## src/rtl/cv32e40p_ex_issue_ctrl.sv

```systemverilog
// cv32e40p_ex_issue_ctrl
// Execute-stage issue/completion controller. It tracks one instruction held in
// the ID/EX register from issue until the WB stage accepts its result. It
// handles multi-cycle multiplier operations, the second access of a misaligned
// LSU transfer, and write-back back-pressure. It also keeps a retired-
// instruction counter.
//
// Optional feature: define CV32E40P_FT_EX_TIMEOUT_EN to add a watchdog. The
// watchdog forces completion after TIMEOUT_CYCLES cycles in EXEC/MISAL and
// pulses ft_timeout_o. When the macro is undefined, ft_timeout_o is tied to 0.
module cv32e40p_ex_issue_ctrl #(
  parameter int TIMEOUT_CYCLES = 64
) (
  input  logic        clk,
  input  logic        rst_n,
  input  logic        issue_valid_i,
  input  logic        alu_en_i,
  input  logic        mult_en_i,
  input  logic        data_req_i,
  input  logic        alu_ready_i,
  input  logic        mult_ready_i,
  input  logic        lsu_ready_i,
  input  logic        data_misaligned_i,
  input  logic        wb_ready_i,
  output logic        ex_ready_o,
  output logic        ex_valid_o,
  output logic        mult_multicycle_o,
  output logic        data_misaligned_ex_o,
  output logic [31:0] retired_cnt_o,
  output logic        ft_timeout_o
);

  typedef enum logic [1:0] {
    S_IDLE,
    S_EXEC,
    S_MISAL,
    S_HOLD
  } state_e;

  // TIMEOUT_CYCLES must fit the 8-bit watchdog and leave at least one cycle
  // before the forced completion.
  if (TIMEOUT_CYCLES < 2 || TIMEOUT_CYCLES > 255) begin : g_bad_timeout
    $error("TIMEOUT_CYCLES must lie in 2..255");
  end

  state_e      r_state;
  logic [31:0] r_retired_cnt;

  logic w_busy;      // an instruction is executing (EXEC or MISAL)
  logic w_all_ready; // every enabled unit reports ready
  logic w_done;      // current access/operation has finished
  logic w_split;     // finished first half of a misaligned access
  logic w_timeout;   // watchdog forces completion this cycle
  logic w_finish;    // result is presented to WB from EXEC/MISAL
  logic w_accept;    // WB takes the result this cycle

  // Completion decode: which units are done and whether the result leaves now.
  // NOTE: every signal is given a value at the top of the block. This prevents
  // a latch when a branch below does not assign the signal.
  always_comb begin
    w_busy      = (r_state == S_EXEC) || (r_state == S_MISAL);
    w_all_ready = (~alu_en_i  | alu_ready_i) &
                  (~mult_en_i | mult_ready_i) &
                  (~data_req_i | lsu_ready_i);
    w_done      = (r_state == S_MISAL) ? lsu_ready_i : w_all_ready;
    // The misalignment request is honoured once; in MISAL it is ignored.
    w_split     = (r_state == S_EXEC) & w_done & data_misaligned_i;
    w_finish    = w_busy & ~w_split & (w_done | w_timeout);
  end

  // Handshake outputs: purely a function of the state and the ready/done terms.
  always_comb begin
    ex_valid_o           = w_finish | (r_state == S_HOLD);
    ex_ready_o           = (r_state == S_IDLE) | (ex_valid_o & wb_ready_i);
    mult_multicycle_o    = (r_state == S_EXEC) & mult_en_i & ~mult_ready_i;
    data_misaligned_ex_o = (r_state == S_MISAL);
    w_accept             = ex_valid_o & wb_ready_i;
  end

  // Instruction lifecycle FSM: issue, execute, optional second access, hold.
  // NOTE: registers use non-blocking assignments. All flops then see the values
  // from before the clock edge, whatever the order the blocks are evaluated in.
  always_ff @(posedge clk or negedge rst_n) begin
    if (!rst_n) begin
      r_state <= S_IDLE;
    end else begin
      case (r_state)
        S_IDLE: begin
          if (issue_valid_i) r_state <= S_EXEC;
        end
        S_EXEC, S_MISAL: begin
          if (w_split) begin
            r_state <= S_MISAL;
          end else if (w_finish) begin
            if (wb_ready_i) r_state <= issue_valid_i ? S_EXEC : S_IDLE;
            else            r_state <= S_HOLD;
          end
        end
        S_HOLD: begin
          if (wb_ready_i) r_state <= issue_valid_i ? S_EXEC : S_IDLE;
        end
        default: r_state <= S_IDLE;
      endcase
    end
  end

  // Retired-instruction counter; wraps silently.
  always_ff @(posedge clk or negedge rst_n) begin
    if (!rst_n)        r_retired_cnt <= '0;
    else if (w_accept) r_retired_cnt <= r_retired_cnt + 32'd1;
  end

  assign retired_cnt_o = r_retired_cnt;

`ifdef CV32E40P_FT_EX_TIMEOUT_EN
  localparam logic [7:0] WD_LAST = 8'(TIMEOUT_CYCLES - 1);

  logic [7:0] r_wd;

  assign w_timeout = w_busy & ~w_done & (r_wd == WD_LAST);

  // Watchdog: counts stalled cycles of the current EXEC/MISAL phase and
  // restarts whenever a phase begins or ends.
  always_ff @(posedge clk or negedge rst_n) begin
    if (!rst_n)                          r_wd <= '0;
    else if (w_busy & ~w_finish & ~w_split) r_wd <= r_wd + 8'd1;
    else                                 r_wd <= '0;
  end
`else
  assign w_timeout = 1'b0;
`endif

  assign ft_timeout_o = w_timeout;

endmodule

```

## config.mk

```make
export PLATFORM = sky130hd
export DESIGN_NAME = cv32e40p_ex_issue_ctrl
export DESIGN_NICKNAME = d
export VERILOG_FILES = /design/src/rtl/cv32e40p_ex_issue_ctrl.sv
export SDC_FILE = /design/constraint.sdc
export NUM_CORES = 1
export LEC_CHECK = 0
export CORE_ASPECT_RATIO = 0.9
export CORE_UTILIZATION = 35
export CTS_BUF_LIST = sky130_fd_sc_hd__clkbuf_4
export DETAILED_ROUTE_END_ITERATION = 10
export SYNTH_ARGS = -nofsm -noshare
export SYNTH_HDL_FRONTEND = slang
export SYNTH_SLANG_ARGS = --single-unit
```

## constraint.sdc

```tcl
create_clock -name clk -period 2.9 [get_ports clk]
set_input_delay 0.58 -clock clk [delete_from_list [all_inputs] [get_ports clk]]
set_output_delay 0.58 -clock clk [all_outputs]
set_load 0.01 [all_outputs]
```

# --- After elaboration in Yosys (flattened, before gate mapping) ---
# Index checks and enable logic that the tools add are counted.
totals:
  ff_bits: 34
  out_inout_bits: 37
  in_bits: 11
  wordCells: 40
op_classes:
  add_sub_neg: 1
  n_eq_ne: 6
  bitwise_logic: 19
  mux: 8
  n_reduce_logical: 4
ops:
  columns: ["operator", "count"]
  rows:
  - ["$add 32x1->32 const B", 1]
  - ["$mux 2", 5]
  - ["$and 1x1->1", 9]
  - ["$pmux 2 s3", 1]
  - ["$not 1->1", 5]
  - ["$or 1x1->1", 5]
  - ["$eq 2x2->1 const B", 2]
  - ["$ne 2x2->1 const B", 2]
  - ["$ne 3x3->1 const B", 1]
  - ["$reduce_and 3->1", 1]
  - ["$eq 2x1->1 const B", 1]
  - ["$logic_not 2->1", 1]
  - ["$mux 1", 2]
  - ["$reduce_or 2->1", 1]
  - ["$logic_or 1x1->1", 1]

# --- Longest topological paths before layout ---
logic_depth:
  ltp_word: 13
  mapped_depth: 8
  depth_no_buf: 7

# --- Worst setup path after synthesis ---
# No wires, ideal clock.
synth_path:
  path_type: "register to output"
  from: "reg r_state[0]"
  to: "out ex_ready_o"
  stages_incl_launch_ff: 8
  path_buffers: 1
  arrival_ps: 1662
  setup_slack_ps: 658
  t_required_ps: 2320
  path_cell_list: "dfrtp_1 -> inv_1 -> ha_1 -> o21bai_1 -> nand4_1 -> o21a_1 -> clkbuf_1 -> nand2b_1"
synth_via:
  elab_chain_len: 10
  word_cells_on_any_way: 14
  classes_between: "eq/ne (3); mux (1); bitwise (8); reduce/logical (2)"
synth_lines:
  columns: ["item", "line_no", "source"]
  rows:
  - ["start, declared", "46", "state_e r_state;"]
  - ["start signal, assigned", "95", "if (wb_ready_i) r_state <= issue_valid_i ? S_EXEC : S_IDLE;"]
  - ["start signal, assigned", "100", "if (wb_ready_i) r_state <= issue_valid_i ? S_EXEC : S_IDLE;"]
  - ["$eq 2x2->1 *", null, null]
  - ["net data_misaligned_ex_o", "28", "output logic data_misaligned_ex_o,"]
  - ["$mux 1", "65", "w_done = (r_state == S_MISAL) ? lsu_ready_i : w_all_ready;"]
  - ["$and 1x1->1 (2 in a row)", "67", "w_split = (r_state == S_EXEC) & w_done & data_misaligned_i;"]
  - ["$not 1->1", "68", "w_finish = w_busy & ~w_split & (w_done | w_timeout);"]
  - ["$and 1x1->1", "68", null]
  - ["$and 1x1->1 *", "68", null]
  - ["$or 1x1->1 *", "73", "ex_valid_o = w_finish | (r_state == S_HOLD);"]
  - ["$and 1x1->1 *", "74", "ex_ready_o = (r_state == S_IDLE) | (ex_valid_o & wb_ready_i);"]
  - ["$or 1x1->1 *", "74", null]
  - ["end, declared", "25", "output logic ex_ready_o,"]
# The timed path passes the listed nets; every way through them passes the cells marked *.

# --- Final worst setup path ---
layout_path:
  from: "reg r_state[0]"
  to: "out ex_valid_o"
layout_via:
  elab_chain_len: 8
  word_cells_on_any_way: 11
  classes_between: "eq/ne (3); mux (1); bitwise (6); reduce/logical (1)"
layout_lines:
  columns: ["item", "line_no", "source"]
  rows:
  - ["$eq 2x2->1", "61, 65", null]
  - ["$mux 1", "65", null]
  - ["$and 1x1->1 (2 in a row)", "67", null]
  - ["$not 1->1", "68", null]
  - ["$and 1x1->1 (2 in a row)", "68", null]
  - ["$or 1x1->1 *", "73", null]
  - ["end, declared", "26", "output logic ex_valid_o,"]
# Mark *: on every way between the ends. The rest lies on a longest branch, timed or not.

==> impl_metrics.py <==
metrics = {
    "synthesis": {
        "syn_inst": 179,
        "synth.distinct_cells": 36,
        "seq_area_frac_synth_pct": 46.3,
        "ys_warn_count": 0,
        "postSynth.asyncResetShare_pct": 100,
        "synth_top_area_cell": "dfrtp_1",
        "synthTopCellsByArea": "dfrtp_1 (46%), xor2_1 (8.1%), xnor2_1 (6.7%)",
        "synth_common_cells": "dfrtp_1 (34), xor2_1 (17), nand2_1 (16)",
        "synth_edf_count": 0,
        "netlist_area_um2": 1840,
        "syn_avg_cell_area_um2": 10.3,
        "synth_most_common_cell": "dfrtp_1",
        "ys.flop_type": "dfrtp_1",
        "syn-num-nets": 195,
        "synth-seq-cells": 34,
        "synth_top_cell_area_share_pct": 46.3,
    },
    "worst_setup_path": {
        "worstPathArrival_ns": 2.11,
        "worstPathBufferInverterCount": 3,
        "crit_path_cell_trace": "inv_1 > ha_1 > o21bai_2 > buf_4 > a41o_1 > clkdlybuf4s50_1",
        "rrSetupSlack_ns": 0.78,
        "rr_startpoint": "r_state[0]",
        "cp-end-kind": "output port",
        "crit_path_max_fanout": 4,
        "startpoint": "r_state[0]",
        "required_ns": 2.32,
        "path_class": "flip-flop to output port",
        "cp_top_family": "buffers and inverters",
        "worst_setup_path_start_kind": "flip-flop",
        "cp_slowest_cell": "clkdlybuf4s50_1",
        "max_stage_delay_ns": 0.54,
    },
    "grt": {
        "grt_overflow": 0,
        "antenna_found_initial": 0,
        "grt_pass1_wl_um": 6900,
        "grt_pass1_vias": 1503,
        "grt_max_degree": 35,
        "grt_use_total_pct": 16.2,
    },
    "sta": {
        "fin_ws_ns": 0.209,
        "finalCritPeriodShare_pct": 92.8,
        "finClkSkew_ns": 0.00849,
        "setup_viol": 0,
        "grt_setup_unrepaired": "false",
        "finalCriticalPeriod_ns": 2.69,
        "fin_setup_tns_ns": 0,
        "maxSlewViolCount": 0,
        "fmax_mhz": 372,
        "final_hold_viol_count": 0,
    },
    "clocking": {
        "cts_made_buffers": 5,
        "cts_max_level": 2,
        "clk_latency_ns": 0.33,
        "clock-sinks": 34,
        "clock-root-buffer": "clkbuf_4",
        "tritoncts": "done",
        "clk_pin_slew_ns": 0.11,
        "cts.path.max_buffers": 2,
    },
    "detailed_routing": {
        "wl_um": 3920,
        "vias_per_cell": 4.93,
        "wl_met2_um": 1780,
        "wl_met1_um": 1940,
        "wl_met3_um": 135,
        "vias": 1463,
        "ant_nets": 0,
        "route.detailed.drc": 0,
        "drt_iter0_markers": 46,
        "drt-pass1-iter-count": 4,
        "routedWlPerCell_um": 13.2,
        "dr.max_layer_used": "met4",
    },
    "cells_and_area": {
        "antenna_cells": 0,
        "final_util_pct": 49.1,
        "nNetsFinal": 247,
        "final_layout_size_suffix_gt1_share_pct": 9.48,
        "area_growth_pct": 32.3,
    },
    "outcome": {
        "status": "finished clean",
    },
    "floorplanning": {
        "initial_core_util_pct": 37.1,
        "die_w_um": 78.4,
        "coreArea_um2": 4950,
        "die_y_um": 70.7,
        "dieArea_um2": 5550,
        "rows": 24,
        "io_pins": 48,
    },
    "power_and_ir_drop": {
        "powerDensity_nw_per_um2": 519,
        "peakVddDrop_mv": 0.269,
        "power.total_mw": 1.26,
        "p_leak_nw": 1.09,
    },
    "run": {
        "maxCapViolCount": 0,
    },
    "placed_design": {
        "dp_hpwl_um": 2760,
        "gp_congestion": 0.768,
        "portBuffers": 46,
        "pre_cts_slack_ns": 0.114,
    },
    "min_path": {
        "worstHoldStart": "retired_cnt_o[31]",
        "hold_class": "flip-flop to flip-flop",
    },
}
-- placed cells by master (no fill, tap or decap), drive strengths merged, types with 2 or more instances in the layout --
cell / netlist / final
dfrtp: 34 / 34
nand2: 16 / 16
xnor2: 14 / 14
nor2: 8 / 8
nor3: 11 / 11
nand4: 14 / 14
nand3: 11 / 11
nand2b: 4 / 4
nor2b: 2 / 2
buf: 4 / 5
and3: 3 / 3
clkbuf: 2 / 5
nor4: 9 / 9
or2: 2 / 2
clkinv: 0 / 3
ha: 5 / 5
a21oi: 2 / 2
clkdlybuf4s50: 0 / 45
xor2: 17 / 17
inv: 8 / 8
o21ai: 3 / 3
-- through the flow --
stage | instances | cell area [µm²] | hold WS (ns)
6_report | 297 | 2430 | 0.478
5_1_grt | 297 | 2430 | 0.493
4_1_cts | 295 | 2410 | 0.481
3_5_place_dp | 287 | 2360 | 0.459
3_3_place_gp | 287 | 2360 | 0.463
2_1_floorplan | 179 | 1840 | 0.284
-- worst register-to-register path, delay by kind of cell, from the launching register on --
family | cells | cell delay, ns
compound gates | 2 | 0.41
fa+ha+maj | 1 | 0.25
simple gates | 2 | 0.52
flops | 1 | 0.41
buf+inv | 2 | 0.31
xor+xnor | 1 | 0.17
-- state kept, by name, indices dropped and copies added (netlist names) --
register and flops:
r_state 2, retired_cnt_o 32
-- path summary, 6_finish.rpt --
kind	end	cells past startpoint
min reg2reg	retired_cnt_o[31]	1
min in group asynchronous	retired_cnt_o[11]	2
max in group asynchronous	retired_cnt_o[6]	2
max reg2reg	retired_cnt_o[12]	8
max	ex_valid_o	6
min	retired_cnt_o[31]	1
-- final cells by class --
cell class / instances / area (µm²)
Sequential cell: 34 / 851
Clock inverter: 3 / 11.3
Multi-Input combinational cell: 131 / 920
Fill cell: 487 / 2520
Timing Repair Buffer: 51 / 500
Clock buffer: 5 / 37.5
Tap cell: 65 / 81.3
Inverter: 8 / 30.0
-- logic make-up (layout without fill, tap and decap cells) --
logic type | after synthesis | count (layout) | share of synthesized area (%)
AO/OA/AOI/OAI | 11 | 11 | 4.15
XOR/XNOR | 31 | 31 | 14.8
adder cells (fa/ha/maj) | 5 | 5 | 3.40
buffers and inverters | 14 | 67 | 3.88
flip-flops | 34 | 34 | 46.3
multiplexers | 1 | 1 | 0.545
other | 1 | 1 | 0.204
AND/OR/NAND/NOR | 82 | 82 | 26.8
-- routing by layer --
metal	track usage, %	vias to the layer above
li1	-	730
met1	21.1	699
met2	24.8	28
met3	5.42	6
met4	6.38	0
met5	0	-
-- what timing repair did --
action / 4_1_cts / 5_1_grt
endpoints found under the setup margin: 0 / 1
hold buffers: 0 / 0
gates resized for setup: 0 / 2
buffers inserted: 0 / 2
-- report_power, final --
part	switching (mW)	internal [mW]
sequential	0.0557	0.514
combinational	0.225	0.221
clock	0.160	0.0864
(Power assumes the default switching activity.)
